$ cat src/rtl/instruction_fetch.sv
// Instruction fetch unit: owns the PC, issues single outstanding reads to
// instruction memory, buffers up to two fetched instructions for decode,
// predecodes unconditional jumps and honours execute-stage redirects.
module instruction_fetch #(
  parameter logic [7:0] RESET_PC    = 8'd0,
  parameter logic [2:0] JUMP_OPCODE = 3'b010
) (
  input  logic       clk,
  input  logic       reset,
  output logic       mem_req,
  output logic [7:0] mem_addr,
  input  logic       mem_valid,
  input  logic [7:0] mem_data,
  output logic       instr_valid,
  input  logic       instr_ready,
  output logic [7:0] instr_out,
  output logic [7:0] instr_pc,
  input  logic       redirect_valid,
  input  logic [7:0] redirect_target
);

  typedef enum logic [1:0] {StIssue, StWait, StStall} state_e;

  state_e            state_q, state_d;
  logic [7:0]        pc_q, pc_d;
  logic [7:0]        addr_q, addr_d;
  logic              drop_q, drop_d;
  logic [1:0]        count_q, count_d;
  // Each entry is {instr, pc}; entry 0 is the head.
  logic [1:0][15:0]  fifo_q, fifo_d;

  logic              push;
  logic              pop;
  logic [1:0]        count_after;
  logic              wr_idx;
  logic              is_jump;

  assign push        = (state_q == StWait) && mem_valid && !drop_q && !redirect_valid;
  assign pop         = (count_q != 2'd0) && instr_ready;
  assign count_after = count_q + {1'b0, push} - {1'b0, pop};
  // Write slot for a push: behind the surviving head, or slot 0 when empty.
  assign wr_idx      = (count_q == 2'd1) && !pop;
  assign is_jump     = (mem_data[7:5] == JUMP_OPCODE);

  assign instr_valid = (count_q != 2'd0);
  assign instr_out   = fifo_q[0][15:8];
  assign instr_pc    = fifo_q[0][7:0];
  // During a request the address comes straight from the PC, afterwards it is
  // held so a redirect cannot disturb the outstanding read.
  assign mem_addr    = (state_q == StIssue) ? pc_q : addr_q;

  // Next-state, PC and request control
  always_comb begin
    state_d = state_q;
    pc_d    = pc_q;
    drop_d  = drop_q;
    addr_d  = addr_q;
    mem_req = 1'b0;

    unique case (state_q)
      StIssue: begin
        // A redirect in the issue cycle suppresses the stale request.
        if (!redirect_valid && !reset) begin
          mem_req = 1'b1;
          addr_d  = pc_q;
          state_d = StWait;
        end
      end
      StWait: begin
        if (mem_valid) begin
          if (drop_q) begin
            drop_d  = 1'b0;
            state_d = StIssue;
          end else begin
            pc_d    = is_jump ? {3'b000, mem_data[4:0]} : pc_q + 8'd1;
            state_d = (count_after < 2'd2) ? StIssue : StStall;
          end
        end
      end
      StStall: begin
        if (count_after < 2'd2) state_d = StIssue;
      end
      default: state_d = StIssue;
    endcase

    // Redirect wins over predecode and push; an unanswered read must be dropped.
    if (redirect_valid) begin
      pc_d = redirect_target;
      if (state_q == StWait && !mem_valid) begin
        drop_d  = 1'b1;
        state_d = StWait;
      end else begin
        drop_d  = 1'b0;
        state_d = StIssue;
      end
    end
  end

  // FIFO next-state: flush on redirect, otherwise shift on pop and append on push
  always_comb begin
    fifo_d  = fifo_q;
    count_d = count_q;
    if (redirect_valid) begin
      count_d = 2'd0;
    end else begin
      if (pop) fifo_d[0] = fifo_q[1];
      if (push) fifo_d[wr_idx] = {mem_data, pc_q};
      count_d = count_after;
    end
  end

  // State registers with asynchronous reset
  always_ff @(posedge clk or posedge reset) begin
    if (reset) begin
      state_q <= StIssue;
      pc_q    <= RESET_PC;
      addr_q  <= RESET_PC;
      drop_q  <= 1'b0;
      count_q <= 2'd0;
      fifo_q  <= '0;
    end else begin
      state_q <= state_d;
      pc_q    <= pc_d;
      addr_q  <= addr_d;
      drop_q  <= drop_d;
      count_q <= count_d;
      fifo_q  <= fifo_d;
    end
  end

endmodule

$ cat config.mk
export PLATFORM = sky130hd
export DESIGN_NAME = instruction_fetch
export DESIGN_NICKNAME = d
export VERILOG_FILES = /design/src/rtl/instruction_fetch.sv
export SDC_FILE = /design/constraint.sdc
export NUM_CORES = 1
export LEC_CHECK = 0
export CAP_MARGIN = 5
export CORE_ASPECT_RATIO = 1.1
export CORE_MARGIN = 10
export CORE_UTILIZATION = 52
export DETAILED_ROUTE_END_ITERATION = 10
export PLACE_DENSITY = 0.79
export SLEW_MARGIN = 10
export SYNTH_ARGS = -nofsm -noshare
export SYNTH_HDL_FRONTEND = slang
export SYNTH_SLANG_ARGS = --single-unit
$ cat constraint.sdc
create_clock -name clk -period 4.93 [get_ports clk]
set_clock_uncertainty 0.05 [all_clocks]
set_input_delay 0.7395 -clock clk [delete_from_list [all_inputs] [get_ports clk]]
set_output_delay 0.7395 -clock clk [all_outputs]
set_load 0.02 [all_outputs]
# Word level (Yosys, flattened, before mapping)
# Cells that the tools add are included.
[word_totals]
inputBits = 21
output_inout_bits = 26
wordCells = 71
ff_bits = 53
[classes]
bitwise = 1
n_reduce_logical = 22
addsub = 3
order_cmp = 3
n_eq_ne = 8
mux = 27
[ops]
columns = ["op", "count"]
rows = [
  ["16-bit two-way mux", 4],
  ["8-bit two-way mux", 6],
  ["32-bit bitwise mux", 1],
  ["16-bit demux with 1-bit select", 1],
  ["2-bit two-way mux", 7],
  ["8-bit by 1-bit adder with 8-bit output (second input constant)", 1],
  ["1-bit logical AND", 8],
  ["1-bit two-way mux", 7],
  ["3-bit != test (second input constant)", 2],
  ["2-bit one-hot mux with 3 select lines", 1],
  ["2-bit AND reduction", 3],
  ["3-bit AND reduction", 2],
  ["2-bit nonzero test", 3],
  ["1-bit logical NOT", 5],
  ["2-bit by 1-bit equality test with 1-bit output (second input constant)", 2],
  ["3-bit by 2-bit equality test with 1-bit output (second input constant)", 1],
  ["3-bit by 2-bit != test with 1-bit output (second input constant)", 1],
  ["2-bit by 1-bit adder with 2-bit output", 1],
  ["2-bit equality test (second input constant)", 1],
  ["2-bit logical NOT", 1],
  ["1-bit by 2-bit less-than comparator with 1-bit output (second input constant)", 1],
  ["2-bit less-than comparator (second input constant)", 1],
  ["2-bit != test (second input constant)", 1],
  ["2-bit by 1-bit subtractor with 2-bit output", 1],
  ["2 further kinds", 2],
]

# Logic depth before layout (Yosys ltp)
# Gate-level depths: netlist of the first run.
[logic_depth]
depth_word = 12
mapped_depth = 10
depth_no_buf = 8

# Worst setup path before layout of the first run
# No wires, ideal clock.
[synth_path]
path_type = "input -> output"
startpoint = "input port redirect_valid"
endpoint = "output port mem_req"
required_ps = 4141
path_stages = 1
n_path_buf = 0
t_arrival_ps = 1658
setup_slack_ps = 2482
path_cell_list = "nor4_2"
[synth_between]
elab_chain_len = 4
[synth_lines]
columns = ["item", "line", "rtl"]
rows = [
  ["start: declaration", "18", "input logic redirect_valid,"],
  ["1-bit logical NOT", "63", "if (!redirect_valid && !reset) begin"],
  ["1-bit logical AND", "63", ""],
  ["1-bit two-way mux", "63", ""],
  ["1-bit two-way mux", "60", "unique case (state_q)"],
  ["end: declaration", "10", "output logic mem_req,"],
]
# No other way between the ends.

# Worst setup path after layout of the first run
# Ends and elaborated chain as after synthesis.

==> results of run 1 <==
## area by class of cell
cell class	count	area, µm²
clock buffers	5	68.82
clock inverters	1	5.005
fillers	428	1898
inverters	6	22.52
multi-input cells	140	1191
flip-flops and latches	53	1326
well taps	58	72.57
repair buffers	49	483.0
## per-stage QoR
stage          total power, mW  worst slack (ps)  area (µm²)  instances
6_report                 1.421              1777        3169        312
5_1_grt                  1.505              1660        3169        312
4_1_cts                  1.437              1753        3169        312
3_5_place_dp             1.215              1771        3095        306
3_3_place_gp             1.196              1810        3095        306
2_1_floorplan            1.048              2482        2750        232
## registers in the layout, summed over array words and instances (netlist names)
name / cells
drop_q: 1
count_q: 2
pc_q: 8
state_q: 2
addr_q: 8
fifo_q: 16
instr_pc: 8
instr_out: 8
## worst max-delay path, stage by stage
cell and delay (ps):
clkdlybuf4s50_1 390, buf_4 210, nor4_2 340, clkdlybuf4s50_1 670
## power by group through the flow
stage	Sequential (mW)	Combinational (mW)	Clock [mW]
floorplan	0.612	0.437	0
global placement	0.645	0.551	0
detailed placement	0.652	0.563	0
CTS	0.643	0.566	0.228
global route	0.661	0.602	0.242
finish	0.642	0.556	0.223
## cells in the final DEF (no fill, tap or decap), drive strengths merged, types with 3 or more instances in the layout
cell type / netlist / final
nor2b: 4 / 4
or3: 4 / 4
buf: 23 / 3
xnor2: 4 / 4
a221o: 14 / 14
or2: 3 / 3
inv: 6 / 6
o21ai: 9 / 9
mux2i: 8 / 8
mux2: 33 / 33
ha: 3 / 3
nand2: 10 / 10
nor3: 3 / 3
clkdlybuf4s50: 0 / 46
nor2: 5 / 5
dfrtp: 53 / 53
a21oi: 6 / 6
clkbuf: 10 / 5
and3: 14 / 14
## routing by layer
| metal | part of all wire | vias to the layer above | track usage |
|---|---|---|---|
| li1 | - | 859 | - |
| met4 | 0.016 | 0 | 0.05703 |
| met3 | 0.055 | 7 | 0.03043 |
| met2 | 0.49 | 49 | 0.2308 |
| met5 | 0 | - | 0 |
| met1 | 0.44 | 918 | 0.1770 |
## final timing paths
kind	cells past startpoint	startpoint	to
worst max-delay path	4	redirect_valid	mem_req
worst min-delay path	1	fifo_q[18]	fifo_q[18]
worst max register to register	8	state_q[1]	state_q[1]
worst min register to register	1	fifo_q[18]	fifo_q[18]
max in group asynchronous	2	reset	instr_pc[7]
min in group asynchronous	2	reset	state_q[0]
## kinds of logic (layout without fill, tap and decap cells)
kind of cell | after synthesis | in the layout | synth area share
DFF | 53 | 53 | 0.4823
and+or+nand+nor | 53 | 53 | 0.1224
muxes | 41 | 41 | 0.1779
buffers and inverters | 39 | 61 | 0.08462
AOI/OAI and AO/OA | 38 | 38 | 0.1033
xor gates and xnor gates | 5 | 5 | 0.01592
adders and majority gates | 3 | 3 | 0.01365
==> results.md, run 1 <==
- Status: completed
- Overflow after GRT: 0
- Warnings, synthesis: 0
- Maximum capacitance violations: 0
- Routed Antenna Nets: 0
- Syn Nets: 256
- Die area: 8601 µm²
- Layout cells sized above 1: 0.1969
- Post-synth top cells: dfrtp_1, mux2_2, buf_4
- Crit path kind: in -> out
- Async set-reset flop share out of synthesis: 1.000
- Effective utilization at floorplan: 0.5427
- Worst Path Arrival: 2360 ps
- Global-route wire length before repair: 9577 µm
- First-pass iteration count of the detailed router: 4
- Port Buf Inserts: 46
- Seq pwr share: 0.452
- Hpwl dp: 4045 µm
- Detailed-route via count: 1,833
- Worst slew margin: 0.2452
- Vias in the first global route: 1,950
- Setup violators final: 0
- CTS sink cnt: 53
- Cts hold-fix bufs: 0
- I/O pin cnt: 47
- HP Class: reg -> reg
- H-Tree Depth: 2
- Comb pwr share: 0.391
- Area Overhead vs Synth: 15.24%
- Fmax: 317.2 MHz
- Final Hold Fails: 0
- Root buf cell: clkbuf_8
- Num rows: 27
- Worst EP required: 4140 ps
- Register area share after synthesis: 0.4823
- Via density: 5.875
- Worst skew pair latency: 300 ps
- Number of synthesized flops with an enable pin: 0
- Fin Hold WS: 452.5 ps
- Crit start category: input port
- Clock tree from TritonCTS: done
- RePlAce Congestion: 0.7729
- Cell Area, Synth: 2750 µm²
- Largest net degree at the start of global routing: 54
- Synth top area share: 0.4823
- Sw frac: 0.3280
- Pwr/cell area: 448.5 nW/µm²
- Switch Pwr: 0.4662 mW
- RSZ-0062 raised after global routing: no
- CP Capture Type: output pin
- Setup bufs post-CTS: 0
- Clock slew at reported path FFs: 80 ps
- Internal Power: 0.9552 mW
- Syn avg cell area: 11.85 µm²
- Routed wire length: 5592 µm
- Most numerous cell in the Yosys netlist: dfrtp_1
- Flop-to-flop setup slack: 2780 ps
- Worst-margin pin slew: 1126 ps
- Clk pwr share: 0.157
- Final net count: 279
- Final period util: 0.6395
- FF+latch count, synth: 53
- Die H: 96.28 µm
- Deepest clock path buffer count: 2
- Leak: 1.481 nW
- Post-synth top area cell: dfrtp_1
- Min Tclk post-route: 3153 ps
- Die W: 89.34 µm
- Post-cts gate resize count: 0
- Total core area: 5067 µm²
- VDD IR max: 0.1652 mV
- Crit-path max FO: 23
- Drt wl/cell: 17.92 µm
- Num CTS Buffers: 5
- Final Max Slew Viols: 0
- Starting DRT DRC Count: 131
- All-Layer GR Usage: 0.1412
- Post-Syn Instances: 232
- TNS Setup: 0 ps
- N_diodes: 0
- Antenna violations before repair: 0
- Top cells by area, synth: dfrtp_1, mux2_2, mux2_4, a221o_1, buf_4
- Top FF cell, synth: dfrtp_1
- Cell variety after synth: 41
- Final core occ: 0.6254
- DRC: 0
Note: power is estimated with default switching activity, not from simulation.
==> run 2, diff against run 1 <==
--- a/config.mk
+++ b/config.mk
@@ -8,9 +8,9 @@
 export CAP_MARGIN = 5
 export CORE_ASPECT_RATIO = 1.1
 export CORE_MARGIN = 10
-export CORE_UTILIZATION = 52
+export CORE_UTILIZATION = 48
 export DETAILED_ROUTE_END_ITERATION = 10
-export PLACE_DENSITY = 0.79
+export PLACE_DENSITY = 0.76
 export SLEW_MARGIN = 10
 export SYNTH_ARGS = -nofsm -noshare
 export SYNTH_HDL_FRONTEND = slang
==> constraint.sdc (replaced) <==
create_clock -name clk -period 2.5 [get_ports clk]
set_clock_uncertainty 0.05 [all_clocks]
set_input_delay 0.375 -clock clk [delete_from_list [all_inputs] [get_ports clk]]
set_output_delay 0.375 -clock clk [all_outputs]
set_load 0.02 [all_outputs]
==> run 2 against run 1 <==
  * Sequential share of layout area down 1.3 points
  * Cell area up 3.3%
  * Non-clock buffer count up 9
  * Worst setup slack worse by 1700 ps
  * Utilization down 2.6 points
  * Critical path depth unchanged
  * Sequential power up 96%
  * Sequential cell count unchanged
  * First-iteration DRC count down 45%
  * Critical path type is now reg -> out
==> results.md, run 2 (synthesis results as in run 1) <==
- Global-route wire length before repair: 10,070 µm
- All-Layer GR Usage: 0.1326
- Worst skew pair latency: 300 ps
- Final Max Slew Viols: 0
- Seq pwr share: 0.441
- Reg with most FFs: fifo_q
- H-Tree Depth: 2
- Post-cts gate resize count: 0
- Final period util: 0.9627
- Largest net degree at the start of global routing: 28
- Effective utilization at floorplan: 0.5032
- RSZ-0062 raised after global routing: no
- Overflow after GRT: 0
- Largest register FFs: 16
- Area Overhead vs Synth: 19.06%
- Clock tree from TritonCTS: done
- Antenna violations before repair: 0
- CP peak stage delay: 550 ps
- Crit start category: flip-flop
- Num CTS Buffers: 5
- Switch Pwr: 0.9296 mW
- Pwr/cell area: 872.8 nW/µm²
- Port Buf Inserts: 46
- Layout cells sized above 1: 0.2273
- CP Capture Type: output pin
- Comb pwr share: 0.388
- Worst Path Arrival: 1980 ps
- Final worst slack: 93.21 ps
- Worst-margin pin slew: 564.9 ps
- Crit-path max FO: 8
- Vias in the first global route: 1,948
- Detailed-route via count: 1,856
- RePlAce Congestion: 0.8004
- VDD IR max: 0.3963 mV
- Final Hold Fails: 0
- First-pass iteration count of the detailed router: 4
- TNS Setup: 0 ps
- Die H: 99.39 µm
- HP Class: reg -> reg
- Most common cell after layout, fill and taps aside: dfrtp_1
- Num rows: 28
- Sw frac: 0.3253
- CTS sink cnt: 53
- Drt wl/cell: 16.96 µm
- Clock slew at reported path FFs: 90 ps
- Worst EP required: 2080 ps
- Crit-path cells: nor2_1 -> buf_4 -> mux2_2 -> clkdlybuf4s50_1
- Leak: 1.528 nW
- Via density: 5.475
- Worst slew margin: 0.6229
- Hpwl dp: 4247 µm
- N_diodes: 0
- Crit path kind: reg -> out
- Setup bufs post-CTS: 0
- Internal Power: 1.928 mW
- Setup violators final: 0
- Cts hold-fix bufs: 0
- Most frequent cells in the layout: dfrtp_1, clkdlybuf4s50_1, mux2_2, and3_1, a221o_1
- Clk pwr share: 0.171
- Starting DRT DRC Count: 72
- Final net count: 288
- I/O pin cnt: 47
- Die area: 9160 µm²
- Root buf cell: clkbuf_8
- Routed wire length: 5749 µm
- Total core area: 5465 µm²
- Maximum capacitance violations: 0
- Status: completed
- DRC: 0
- Slowest stage cell, crit path: clkdlybuf4s50_1
- Fmax: 415.5 MHz
- Pre-CTS setup slack: 102.8 ps
- Die W: 92.17 µm
- Deepest clock path buffer count: 2
- Routed Antenna Nets: 0
- Min Tclk post-route: 2407 ps
run 2: cell types whose count changed in the layout (fill, tap and decap cells not counted), sizes merged:
cell / delta
clkinvlp: +1
clkbuf: +1
clkinv: -1
buf: +9
run 2: critical path, delay by kind of cell (launching register included):
family | cells | cell delay, ps
simple gates | 1 | 130
mux | 1 | 350
buf+inv | 2 | 730
flops | 1 | 480
run 2: final timing paths:
kind                                 start  slack [ps]          end  depth (start not counted)
min in group asynchronous            reset         470    addr_q[2]                          2
worst max-delay path            state_q[0]          90  mem_addr[6]                          4
worst min register to register  fifo_q[18]         450   fifo_q[18]                          1
max in group asynchronous            reset        1270   fifo_q[24]                          3
worst max register to register  state_q[1]         520   count_q[1]                          8
worst min-delay path            fifo_q[18]         450   fifo_q[18]                          1
run 2: power groups by stage:
| stage | Sequential (mW) | Combinational, mW | Clock (mW) |
|---|---|---|---|
| detailed placement | 1.28 | 1.13 | 0 |
| floorplan | 1.21 | 0.861 | 0 |
| global placement | 1.27 | 1.11 | 0 |
| CTS | 1.26 | 1.13 | 0.504 |
| global route | 1.30 | 1.21 | 0.533 |
| finish | 1.26 | 1.11 | 0.489 |
run 2: through the flow:
| step | hold WS [ps] | total power [mW] | utilization | cell area (µm²) | std cells |
|---|---|---|---|---|---|
| final | 454.3 | 2.858 | 0.5991 | 3274 | 339 |
| after global routing | 474.9 | 3.041 | 0.5991 | 3274 | 339 |
| after CTS | 454.8 | 2.899 | 0.5991 | 3274 | 339 |
| after detailed placement | 435.0 | 2.404 | 0.5826 | 3184 | 332 |
| after global placement | 429.7 | 2.377 | 0.5826 | 3184 | 332 |
| after floorplan | 420.5 | 2.067 | - | 2750 | 232 |
run 2: final cells by class:
cell class / instances / area [µm²]
Clock buffer: 6 / 82.58
Clock inverter: 1 / 7.507
Fill cell: 498 / 2191
Inverter: 6 / 22.52
Multi-Input combinational cell: 140 / 1191
Sequential cell: 53 / 1326
Tap cell: 75 / 93.84
Timing Repair Buffer: 58 / 550.5
run 2: metal layers:
metal  part of all wire  wire length, µm  track usage
met5                  0                0            0
met2               0.46             2639       0.1995
met1               0.46             2672       0.1751
met3              0.060              345      0.03985
met4              0.016               91      0.04988
==> run 3, diff against run 2 <==
--- a/config.mk
+++ b/config.mk
@@ -6,7 +6,7 @@
 export NUM_CORES = 1
 export LEC_CHECK = 0
 export CAP_MARGIN = 5
-export CORE_ASPECT_RATIO = 1.1
+export CORE_ASPECT_RATIO = 0.7
 export CORE_MARGIN = 10
 export CORE_UTILIZATION = 48
 export DETAILED_ROUTE_END_ITERATION = 10
==> run 3 against run 2 <==
  * Combinational power about the same
  * Sequential cell count unchanged
  * Critical path depth is the same
  * Non-clock buffer count did not move
  * Critical path type unchanged
  * Critical endpoint is now mem_addr[0]
  * Largest cell class unchanged
==> results.md, run 3 (synthesis results as in run 1) <==
- Clock tree from TritonCTS: done
- Num rows: 22
- Effective utilization at floorplan: 0.5097
- RSZ-0062 raised after global routing: no
- Area Overhead vs Synth: 19.15%
- Final net count: 288
- Clock slew at reported path FFs: 90 ps
- Worst-margin pin slew: 466.3 ps
- Global-route wire length before repair: 10,410 µm
- Sw frac: 0.3360
- Antenna violations before repair: 0
- First-pass iteration count of the detailed router: 4
- Hpwl dp: 4543 µm
- I/O pin cnt: 47
- Internal Power: 1.907 mW
- Worst EP required: 2080 ps
- Leak: 1.570 nW
- Crit-path max FO: 8
- Detailed-route via count: 1,900
- N_diodes: 0
- Via density: 5.638
- CP Capture Type: output pin
- Drt wl/cell: 18.32 µm
- Routed wire length: 6175 µm
- Deepest clock path buffer count: 2
- Seq pwr share: 0.441
- Die W: 110.5 µm
- Crit start category: flip-flop
- Power, Total: 2.872 mW
- Crit path kind: reg -> out
- Worst slew margin: 0.6887
- All-Layer GR Usage: 0.1335
- Vias in the first global route: 1,975
- Num CTS Buffers: 5
- Final period util: 0.9669
- Final Max Slew Viols: 0
- Clk pwr share: 0.169
- Die area: 9205 µm²
- RePlAce Congestion: 0.8081
- Port Buf Inserts: 46
- Most common cell after layout, fill and taps aside: dfrtp_1
- Fmax: 413.7 MHz
- Starting DRT DRC Count: 92
- TNS Setup: 0 ps
- Largest net degree at the start of global routing: 22
- Comb pwr share: 0.390
- Status: completed
- Overflow after GRT: 0
- DRC: 0
- Maximum capacitance violations: 0
- Root buf cell: clkbuf_8
- Layout cells sized above 1: 0.2264
- Setup violators final: 0
- VDD IR max: 0.4547 mV
- Pwr/cell area: 876.3 nW/µm²
- Worst skew pair latency: 310 ps
- Reg with most FFs: fifo_q
- Final Hold Fails: 0
- H-Tree Depth: 2
- Routed Antenna Nets: 0
- # fillers: 466
- Min Tclk post-route: 2417 ps
- Worst Path Arrival: 1990 ps
- Total core area: 5395 µm²
- Placed cell count: 329
- CTS sink cnt: 53
- Largest register FFs: 16
- Switch Pwr: 0.9648 mW
- Die H: 83.33 µm
- HP Class: in -> async
- Most frequent cells in the layout: dfrtp_1, clkdlybuf4s50_1, mux2_2, and3_1, a221o_1
- Non-filler cells, final: 337
- Reg2reg path depth: 8
## run 3: worst max-delay path: stages, from the launching register on
cell	delay, ps
dfrtp_1	480
nor2_1	120
buf_4	190
mux2_2	350
clkdlybuf4s50_1	540
## run 3: through the flow
step	setup slack, ps	hold WS, ps	cell area [µm²]	utilization
after floorplan	496.7	420.5	2750	-
after CTS	49.37	413.5	3267	0.6055
after detailed placement	80.39	434.9	3181	0.5895
after global routing	1.528	462.6	3277	0.6074
after global placement	133.6	429.1	3181	0.5895
final	82.79	407.2	3277	0.6074
## run 3: worst paths after layout
check	start	slack (ps)	end
max	state_q[0]	80	mem_addr[0]
max in group asynchronous	reset	1390	pc_q[4]
min reg2reg	fifo_q[30]	450	fifo_q[30]
max reg2reg	state_q[1]	530	state_q[1]
min in group clk	fifo_q[30]	450	fifo_q[30]
min	reset	410	pc_q[1]
## run 3: repair_timing
action | 4_1_cts | 5_1_grt
endpoints found under the setup margin | 0 | 4
resized for setup | 0 | 4
setup buffers | 0 | 0
hold buffers | 0 | 0
## run 3: power groups by stage
stage               clock [mW]  sequential, mW  combinational (mW)
finish                   0.486            1.27                1.12
global route             0.527            1.30                1.20
detailed placement           0            1.28                1.14
CTS                      0.499            1.27                1.14
floorplan                    0            1.21               0.861
global placement             0            1.27                1.11
## run 3: area by class of cell
cell class              instances  area (µm²)  share of cell area
flip-flops and latches         53        1326              0.4047
multi-input cells             140        1191              0.3635
repair buffers                 58       560.5              0.1711
well taps                      72       90.09             0.02749
clock buffers                   6       72.57             0.02215
inverters                       6       22.52            0.006873
clock inverters                 2       13.76            0.004200
## run 3: per-layer routing
layer | wire length, µm | track usage | part of all wire
met5 | 0 | 0 | 0
met4 | 25 | 0.01756 | 0.0040
met3 | 490 | 0.04885 | 0.079
met2 | 2627 | 0.1948 | 0.43
met1 | 3032 | 0.1866 | 0.49
